--- src/rtl/key_pkg.sv ---
// Shared constants and state encoding for the key assembly / streaming path.
package key_pkg;
  localparam int KEY_WIDTH  = 512;
  localparam int WORD_WIDTH = 32;
  localparam int NUM_WORDS  = KEY_WIDTH / WORD_WIDTH;
  localparam int IDX_W      = $clog2(NUM_WORDS);

  // Streamer FSM states, kept as plain constants so older tools can consume them
  typedef logic [1:0] state_t;
  localparam state_t S_IDLE   = 2'd0;
  localparam state_t S_STREAM = 2'd1;
  localparam state_t S_DONE   = 2'd2;
endpackage

--- src/rtl/key_word_streamer_if.sv ---
// Load / word-stream bus of key_word_streamer. slave = streamer, master = producer/consumer side.
interface key_word_streamer_if;
  import key_pkg::*;
  logic [KEY_WIDTH-1:0]  iKey;
  logic                  iLoad;
  logic                  iReady;
  logic [WORD_WIDTH-1:0] oWord;
  logic                  oValid;
  logic [IDX_W-1:0]      oWord_index;
  logic                  oBusy;
  logic                  oDone;

  modport slave  (input iKey, iLoad, iReady, output oWord, oValid, oWord_index, oBusy, oDone);
  modport master (output iKey, iLoad, iReady, input oWord, oValid, oWord_index, oBusy, oDone);
endinterface

--- src/rtl/key_word_streamer.sv ---
// Streams a loaded 512-bit key out as 32-bit words (word 0 = key[31:0]) over valid/ready.
// Optional macro KEY_STREAM_REPEAT_EN: wrap after word 15 into an endless keystream and
// accept reloads mid-stream; DONE is then never entered.
module key_word_streamer
  import key_pkg::*;
(
  input logic                iClk,
  input logic                iRst,
  key_word_streamer_if.slave bus
);

  state_t                state_q, state_d;
  logic [KEY_WIDTH-1:0]  key_q,   key_d;
  logic [IDX_W-1:0]      idx_q,   idx_d;
  logic                  valid_q, valid_d;
  logic                  done_q,  done_d;

  logic ld_ok, xfer, last;

`ifdef KEY_STREAM_REPEAT_EN
  assign ld_ok = bus.iLoad;
`else
  assign ld_ok = bus.iLoad && (state_q != S_STREAM);
`endif
  assign xfer = valid_q && bus.iReady;
  assign last = (idx_q == IDX_W'(NUM_WORDS - 1));

  // Next-state: load wins over transfer; a transfer rotates the key so the next word sits low
  always_comb begin
    state_d = state_q;
    key_d   = key_q;
    idx_d   = idx_q;
    valid_d = valid_q;
    done_d  = done_q;
    if (ld_ok) begin
      state_d = S_STREAM;
      key_d   = bus.iKey;
      idx_d   = '0;
      valid_d = 1'b1;
      done_d  = 1'b0;
    end else if (xfer) begin
      // Rotate, not shift: after a full pass the register holds the original key again
      key_d = {key_q[WORD_WIDTH-1:0], key_q[KEY_WIDTH-1:WORD_WIDTH]};
      idx_d = idx_q + 1'b1;
`ifndef KEY_STREAM_REPEAT_EN
      if (last) begin
        state_d = S_DONE;
        idx_d   = idx_q;
        valid_d = 1'b0;
        done_d  = 1'b1;
      end
`endif
    end
  end

  // State registers with synchronous active-low reset
  always_ff @(posedge iClk) begin
    if (!iRst) begin
      state_q <= S_IDLE;
      key_q   <= '0;
      idx_q   <= '0;
      valid_q <= 1'b0;
      done_q  <= 1'b0;
    end else begin
      state_q <= state_d;
      key_q   <= key_d;
      idx_q   <= idx_d;
      valid_q <= valid_d;
      done_q  <= done_d;
    end
  end

  // The current word is always the low slice of the rotator
  assign bus.oWord       = key_q[WORD_WIDTH-1:0];
  assign bus.oValid      = valid_q;
  assign bus.oWord_index = idx_q;
  // STREAM is the only state offering a word, so busy and valid coincide
  assign bus.oBusy       = valid_q;
  assign bus.oDone       = done_q;

  // last is only consulted in the non-repeating build
  logic unused_ok;
  assign unused_ok = last;

endmodule

--- src/flat_wrapper.sv ---
// flat-port wrapper written by rule: the top's interface ports become plain ports
module key_word_streamer_flat import key_pkg::*;
  (iClk, iRst, bus_iKey, bus_iLoad, bus_iReady, bus_oWord, bus_oValid, bus_oWord_index, bus_oBusy, bus_oDone);
  key_word_streamer_if bus_i ();
  input logic iClk;
  input logic iRst;
  input wire logic [$bits(bus_i.iKey)-1:0] bus_iKey;
  input wire logic [$bits(bus_i.iLoad)-1:0] bus_iLoad;
  input wire logic [$bits(bus_i.iReady)-1:0] bus_iReady;
  output wire logic [$bits(bus_i.oWord)-1:0] bus_oWord;
  output wire logic [$bits(bus_i.oValid)-1:0] bus_oValid;
  output wire logic [$bits(bus_i.oWord_index)-1:0] bus_oWord_index;
  output wire logic [$bits(bus_i.oBusy)-1:0] bus_oBusy;
  output wire logic [$bits(bus_i.oDone)-1:0] bus_oDone;
  assign bus_i.iKey = bus_iKey;
  assign bus_i.iLoad = bus_iLoad;
  assign bus_i.iReady = bus_iReady;
  assign bus_oWord = bus_i.oWord;
  assign bus_oValid = bus_i.oValid;
  assign bus_oWord_index = bus_i.oWord_index;
  assign bus_oBusy = bus_i.oBusy;
  assign bus_oDone = bus_i.oDone;
  key_word_streamer u_core (.iClk(iClk), .iRst(iRst), .bus(bus_i));
endmodule
--- config.mk ---
export PLATFORM = sky130hd
export DESIGN_NAME = key_word_streamer_flat
export DESIGN_NICKNAME = d
export VERILOG_FILES = /design/src/rtl/key_pkg.sv /design/src/rtl/key_word_streamer_if.sv /design/src/rtl/key_word_streamer.sv /design/src/flat_wrapper.sv
export SDC_FILE = /design/constraint.sdc
export NUM_CORES = 1
export LEC_CHECK = 0
export CAP_MARGIN = 30
export CORE_MARGIN = 2
export CORE_UTILIZATION = 25
export CTS_CLUSTER_SIZE = 20
export DETAILED_ROUTE_END_ITERATION = 16
export SKIP_CTS_REPAIR_TIMING = 1
export SYNTH_ARGS = -nofsm -noshare
export SYNTH_HDL_FRONTEND = slang
export SYNTH_SLANG_ARGS = --single-unit
export TNS_END_PERCENT = 10
--- constraint.sdc ---
create_clock -name iClk -period 2.1 [get_ports iClk]
set_input_delay 0.42 -clock iClk [delete_from_list [all_inputs] [get_ports iClk]]
set_output_delay 0.42 -clock iClk [all_outputs]
set_load 0.05 [all_outputs]
==> results.md, run 1 <==
* Clock transition at the registers of the reported paths at ~0.06 ns
* Die area at roughly 110000 sq um
* Avg Synthesized Cell Area at 8.60 sq um
* Total count of hold-check failures in the final report at 0
* Part of the cycle the worst path needs at 0.988
* Sum of overflow across all layers after global routing at 0
* Most instantiated library cell after synthesis: dfxtp_1
* Combined area of all synthesized cells at 26000 sq um
* Sequential share of the synthesized area at 0.399
* Post-Synth XOR/XNOR Area at 0
* Warning count from the yosys run at 0
* Final HPWL DP at 79300 um
* Async set or reset register ratio after synthesis at 0
* Multiplexer area fraction after synthesis at 0
* Top-level port count at around 560
* Max-capacitance violation count at 0
* Gr usage total at 0.199
* Final instance area at around 35000 sq um
* Total wire length at 114000 um
* Final worst path period need at 2.08 ns
* Routability Congestion at 0.832
* Critical path data arrival time at 2.56 ns
* TritonCTS buffer count at 59
* Synth Register Bits at a little over 500
* Worst relative slew slack at 0.393
* Clk sink count at 518
* Kind of start point of the critical path: flop
* Final #Nets at 3846
* Number of vias per cell at ~5.5
* Critical path peak fanout at between 100 and 150
* Layout fillers at around 11000
* Ratio of total power to cell area at approximately 780 nW/um^2
* Total number of vias at about 26000
* Number of remaining DRC errors at 0
* Root buffer cell: clkbuf_16
* Peak supply drop at 0.544 mV
* Placement-stage cell area at between 30000 and 40000 sq um
* Standby leakage power at 15.9 nW
* Worst Path Class, Setup: reg2reg
* Post-route clock skew at ~0.024 ns
* Worst skew pair latency at 0.65 ns
* Endpoint required time on the critical path at 2.59 ns
* Utilization after layout at 0.338
* Top flip-flop cell by instance count after synthesis: dfxtp_1
* Leading post-synthesis cells by cell area: dfxtp_1, a221oi_1, a211oi_1
* Min-delay worst type: in2reg
* Combinational family with the most area after synthesis: compound AO/OA/AOI/OAI gates
* Area used by multi-input combinational logic at roughly 12000 sq um
* Setup repair after global routing missed its margin: false
* CTS tree: done
* Share of synthesized cell area in and, or, nand and nor gates at 0.126
* Synthesized-area fraction occupied by ao, oa, aoi and oai cells at 0.327
* Detail Route Antenna Nets at 0
* Reg area at 10400 sq um
* Deepest level of the CTS H-tree at 2
* Number of iterations in the first detailed-routing pass at 6
* Starting DRT DRC Count at approximately 3200
* Arithmetic-cell share of the synthesized area counting full adders, half adders and majority gates at 0.000481
* Core area at 103000 sq um
* Maximum buffer depth of the clock tree at 3
* Slew Limit Fails at 0
* Worst-margin pin slew at about 0.90 ns
* Area growth syn-to-layout at 34.3%
* Total of endpoints with negative setup slack in the final report at 0
* Rows at 118
* Number of input and output port buffers inserted at 554
* Share of the synthesized area in the top cell type at 0.399
* Outcome: finished clean
* Number of enable-type register cells in the synthesized netlist at 0
* Highest attainable clock frequency at 482 MHz
* Vias in the first global route at ~25000
* Kind of end point of the critical path: flop
* Die Y-Extent at 327 um
* Syn_nets at 3542
* Overall power after layout at 0.0273 W
* Global-route wire length before repair at about 160000 um
* Library cells used by synthesis at 28
* Number of antenna violations at the first check in global routing at 19
* Pin count of the biggest net entering global routing at 145
* Ratio of cells with drive above 1 in the final layout at 0.0789
* Routed WL per cell at 23.9 um
* Die width at roughly 330 um
* Starting density of the core at 0.252
* Top cells by count, synth: dfxtp_1, and3_1, inv_1
* Cell count after synthesis at 3025
* Dominant cell type by area after synthesis: dfxtp_1
kinds of logic after synthesis:
logic type,count (synthesis)
flops,518
simple gates,526
compound gates,1035
buf+inv,945
fa+ha+maj,1
critical path, stage by stage (launching register included):
cell	delay, ns
dfxtp_4	0.36
and2b_1	0.24
nor2_4	0.47
buf_16	0.43
a211oi_1	0.18
routing by layer:
layer | GRT usage | wire length [um] | vias up
li1 | - | - | 12000
met1 | 0.280 | 50800 | 12800
met2 | 0.302 | 50500 | 1274
met3 | 0.0327 | 8190 | 188
met4 | 0.0782 | 4330 | 14
met5 | 0 | 89 | -
flip-flops by register name, indices dropped and copies added (netlist names):
signal,cells
u_core.bus.oWord_index,4
u_core.bus.oBusy,1
u_core.key_q,512
u_core.state_q,1
power by group:
group	leakage (nW)	internal, W	switching [W]
logic	10.7	0.00253	0.00281
clock network	0.967	0.00616	0.00443
registers	4.30	0.0107	0.000682
placed cells by master (no fill, tap or decap), drive strengths merged:
| cell type | instances |
|---|---|
| dfxtp | 518 |
| inv | 516 |
| and3 | 513 |
| clkdlybuf4s50 | 513 |
| a221oi | 512 |
| a211oi | 512 |
| buf | 137 |
| clkbuf | 92 |
| dlymetal6s2s | 19 |
| clkinv | 10 |
| diode | 7 |
| a21oi | 5 |
| o21ai | 3 |
| bufinv | 3 |
| nor2 | 3 |
| nor3 | 2 |
| or3 | 2 |
| nand2 | 2 |
| and2 | 1 |
| nand3b | 1 |
| a21boi | 1 |
| o21a | 1 |
| nand3 | 1 |
| o31ai | 1 |
| and2b | 1 |
| nand2b | 1 |
| ha | 1 |
through the flow:
step / setup TNS, ns / hold slack [ns] / cells / worst slack (ns)
global placement: -1.62 / 0.497 / 4642 / -0.0295
finish: 0 / 0.317 / 4758 / 0.0247
CTS: -5.68 / 0.266 / 4745 / -0.449
global route: 0 / 0.305 / 4756 / 0.00199
detailed placement: -0.250 / 0.507 / 4642 / -0.0745
floorplan: 0 / 0.538 / 3025 / 0.266
layout make-up:
cell class | instances | area share
diodes | 7 | 0.000501
clock buffers | 88 | 0.0508
clock inverters | 15 | 0.00473
inverters | 514 | 0.0554
multi-input cells | 1563 | 0.339
flip-flops and latches | 518 | 0.297
well taps | 1380 | 0.0494
repair buffers | 673 | 0.203
path summary, 6_finish.rpt:
check                                                from                   endpoint  slack [ns]  cells after the start
worst max-delay path                     u_core.bus.oBusy          u_core.key_q[466]        0.02                      4
worst min-delay path                        bus_iKey[242]          u_core.key_q[242]        0.32                      3
worst max register to register           u_core.bus.oBusy          u_core.key_q[466]        0.02                      4
worst min register to register  u_core.bus.oWord_index[3]  u_core.bus.oWord_index[3]        0.52                      2
(Power assumes the default switching activity.)
==> inputs of run 2 (changes only) <==
==> constraint.sdc (replaced) <==
create_clock -name iClk -period 2.1 [get_ports iClk]
set_input_delay 0.525 -clock iClk [delete_from_list [all_inputs] [get_ports iClk]]
set_output_delay 0.525 -clock iClk [all_outputs]
set_load 0.05 [all_outputs]
==> run 2 against run 1 <==
  * The run now ends with negative setup slack left
  * Worst setup slack worse by 0.056 ns
  * Combinational power is essentially flat
  * Critical path depth down 2
  * Non-clock buffer count rose by 23
  * Global-route usage up 0.063 points
  * Flip-flop and latch count unchanged
  * Sequential power hardly changed
  * Die area unchanged
  * Clock power is 6% higher
  * Final area increased by 0.97%
  * Critical path type is now reg2out
  * Critical endpoint is now bus_oBusy
==> results.md, run 2 (synthesized netlist as in run 1, its figures left out) <==
* Critical path data arrival time at 1.61 ns (was 2.56 ns)
* Critical Path Start: u_core.bus.oBusy (unchanged)
* Number of vias per cell at 5.47 (was 5.51)
* Final Instance Count excl. Fillers at 4790 (was 4758)
* Critical path buffers and inverters at 2 (was 1)
* Routed length on met2 at 49400 um (was 50500 um)
* Worst skew pair latency at 0.66 ns (was 0.65 ns)
* Met1 WL at 50300 um (was 50800 um)
* Highest attainable clock frequency at 469 MHz (was 482 MHz)
* Routed WL per cell at 23.5 um (was 23.9 um)
* Number of iterations in the first detailed-routing pass at 5 (was 6)
* Crit path to: bus_oBusy (was u_core.key_q[466])
* Biggest register: u_core.key_q (unchanged)
* CP top delay family: buffers and inverters (was simple AND/OR/NAND/NOR gates)
* Vias in the first global route at 25100 (was 24800)
* Stages on the worst setup path at 2 (was 4)
* Area used by multi-input combinational logic at 11800 sq um (about the same)
* Die Y-Extent at 327 um (unchanged)
* Rows at 118 (unchanged)
* Reg area at 10400 sq um (about the same)
* Endpoint required time on the critical path at 1.57 ns (was 2.59 ns)
* Peak supply drop at 0.506 mV (was 0.544 mV)
* Worst relative slew slack at 0.581 (was 0.393)
* Setup slack of the worst register-to-register path at 0.11 ns (was 0.02 ns)
* Final #Nets at 3869 (was 3846)
* Max-capacitance violation count at 0 (unchanged)
* Outcome: finished with violations (was finished clean)
* Number of antenna violations at the first check in global routing at 20 (was 19)
* Leading cell types in the layout, fill and taps excluded: dfxtp_1, and3_1, inv_1, clkdlybuf4s50_1, a221oi_1 (unchanged)
* Layout fillers at 10700 (about the same)
* Total count of hold-check failures in the final report at 0 (unchanged)
* Pin count of the biggest net entering global routing at 145 (unchanged)
* Worst Path Class, Setup: reg2out (was reg2reg)
* Total wire length at 113000 um (was 114000 um)
* Root buffer cell: clkbuf_16 (unchanged)
* Kind of start point of the critical path: flop (unchanged)
* Area growth syn-to-layout at 35.6% (was 34.3%)
* Number of input and output port buffers inserted at 554 (unchanged)
* CTS tree: done (unchanged)
* Final HPWL DP at 79900 um (was 79300 um)
* Detail Route Antenna Nets at 0 (unchanged)
* Core area at 103000 sq um (unchanged)
* Final worst path period need at 2.13 ns (was 2.08 ns)
* Critical path peak fanout at 114 (was 135)
* Die area at 107000 sq um (unchanged)
* Sum of overflow across all layers after global routing at 0 (unchanged)
* Deepest level of the CTS H-tree at 2 (unchanged)
* Final-layout worst hold slack at 0.411 ns (was 0.317 ns)
* Clk sink count at 518 (unchanged)
* Top-level port count at 555 (unchanged)
* Delay of the slowest cell on the worst path at 0.41 ns (was 0.47 ns)
* Setup repair after global routing missed its margin: true (was false)
* Violations in the final reports: negative setup slack
* Worst-case reg-to-reg path depth at 6 (was 4)
* Gr usage total at 0.200 (was 0.199)
* Global-route wire length before repair at 164000 um (was 163000 um)
* Starting DRT DRC Count at 2865 (was 3160)
* Critical hold path startpoint: bus_iKey[290] (was bus_iKey[242])
* Total of endpoints with negative setup slack in the final report at 2 (was 0)
* Post-route clock skew at 0.0199 ns (was 0.0238 ns)
* Ratio of total power to cell area at 794 nW/um^2 (was 783 nW/um^2)
* Routed length on met3 at 8310 um (was 8190 um)
* Routability Congestion at 0.860 (was 0.832)
* Maximum buffer depth of the clock tree at 3 (unchanged)
* Setup WS post-layout at -0.0309 ns (was 0.0247 ns)
* Max FFs per register at 512 (unchanged)
* Placed Cells incl. Taps at 4664 (was 4642)
* Clock transition at the registers of the reported paths at 0.06 ns (about the same)
* Critical register-to-register path startpoint: u_core.bus.oBusy (unchanged)
* Die width at 327 um (unchanged)
* Cell with the biggest individual delay on the critical path: dfxtp_4 (was nor2_4)
* Worst flop-to-flop path endpoint: u_core.key_q[27] (was u_core.key_q[466])
* Kind of end point of the critical path: primary output (was flop)
* Number of remaining DRC errors at 0 (unchanged)
* Part of the cycle the worst path needs at 1.01 (was 0.988)
* Min-delay worst type: in2reg (unchanged)
* TritonCTS buffer count at 60 (was 59)
* Slew Limit Fails at 0 (unchanged)
* Leading cell type in the layout, fill and taps excluded: dfxtp_1 (unchanged)
* Topmost layer with routed signal wires: met5 (unchanged)
* Standby leakage power at 15.9 nW (about the same)
* Worst-margin pin slew at 0.628 ns (was 0.901 ns)
* Total number of vias at 26200 (about the same)
* Crit path cell chain: buf_16, buf_12 (was and2b_1, nor2_4, buf_16, a211oi_1)
* Starting density of the core at 0.252 (unchanged)
* Ratio of cells with drive above 1 in the final layout at 0.0923 (was 0.0789)
run 2: cell types whose count changed in the layout (fill, tap and decap cells not counted):
cell / previous run / this run
buf_12: 42 / 52
buf_4: 90 / 122
bufinv_16: 3 / 5
clkbuf_1: 10 / 12
clkbuf_8: 19 / 21
clkinv_2: 8 / 6
clkinv_4: 2 / 1
clkinvlp_4: 0 / 2
dfxtp_1: 516 / 515
dfxtp_2: 1 / 2
dlymetal6s2s_1: 19 / 2
inv_4: 0 / 1
inv_6: 2 / 4
nor2_2: 1 / 0
run 2: metal layers:
| layer | global-route usage | up-vias |
|---|---|---|
| met5 | 0 | - |
| met4 | 0.0838 | 16 |
| met3 | 0.0356 | 191 |
| met2 | 0.296 | 1235 |
| met1 | 0.283 | 12700 |
| li1 | - | 12000 |
run 2: layout make-up:
type / count / area share
antenna: 7 / 0.000496
clock buffer: 94 / 0.0527
clock inverter: 19 / 0.00695
inverter: 514 / 0.0549
multi-input combinational: 1562 / 0.336
sequential: 518 / 0.294
tap: 1380 / 0.0489
timing repair buffer: 696 / 0.206
run 2: worst min path at each step:
stage                                     end  slack (ns)  cells after the start
floorplan                   u_core.key_q[224]        0.58                      2
detailed placement  u_core.bus.oWord_index[3]        0.52                      2
global route                u_core.key_q[387]        0.40                      3
CTS                         u_core.key_q[290]        0.36                      3
global placement    u_core.bus.oWord_index[3]        0.50                      2
finish                      u_core.key_q[290]        0.41                      3
run 2: report_power, final:
group	total [W]	internal, W	switching, W
clock network	0.0112	0.00668	0.00452
logic	0.00537	0.00258	0.00279
registers	0.0114	0.0107	0.000693
total	0.0280	0.0200	0.00801
run 2: worst reg2reg max path, stage by stage, from the launching register on:
cell and delay, ns:
dfxtp_4 0.38, buf_12 0.14, buf_4 0.17, nand2_8 0.19, buf_16 0.36, a221oi_1 0.38, a211oi_1 0.27
run 2: metrics by stage:
step | cell area, sq um | TNS (ns) | worst slack [ns] | util | power, W
floorplan | 26000 | 0 | 0.266 | - | 0.0144
CTS | 35200 | -1.34 | -0.329 | 0.340 | 0.0281
detailed placement | 33000 | 0 | 0.120 | 0.320 | 0.0169
global route | 35300 | -0.225 | -0.122 | 0.341 | 0.0291
global placement | 33000 | 0 | 0.156 | 0.320 | 0.0169
finish | 35300 | -0.0606 | -0.0309 | 0.341 | 0.0280
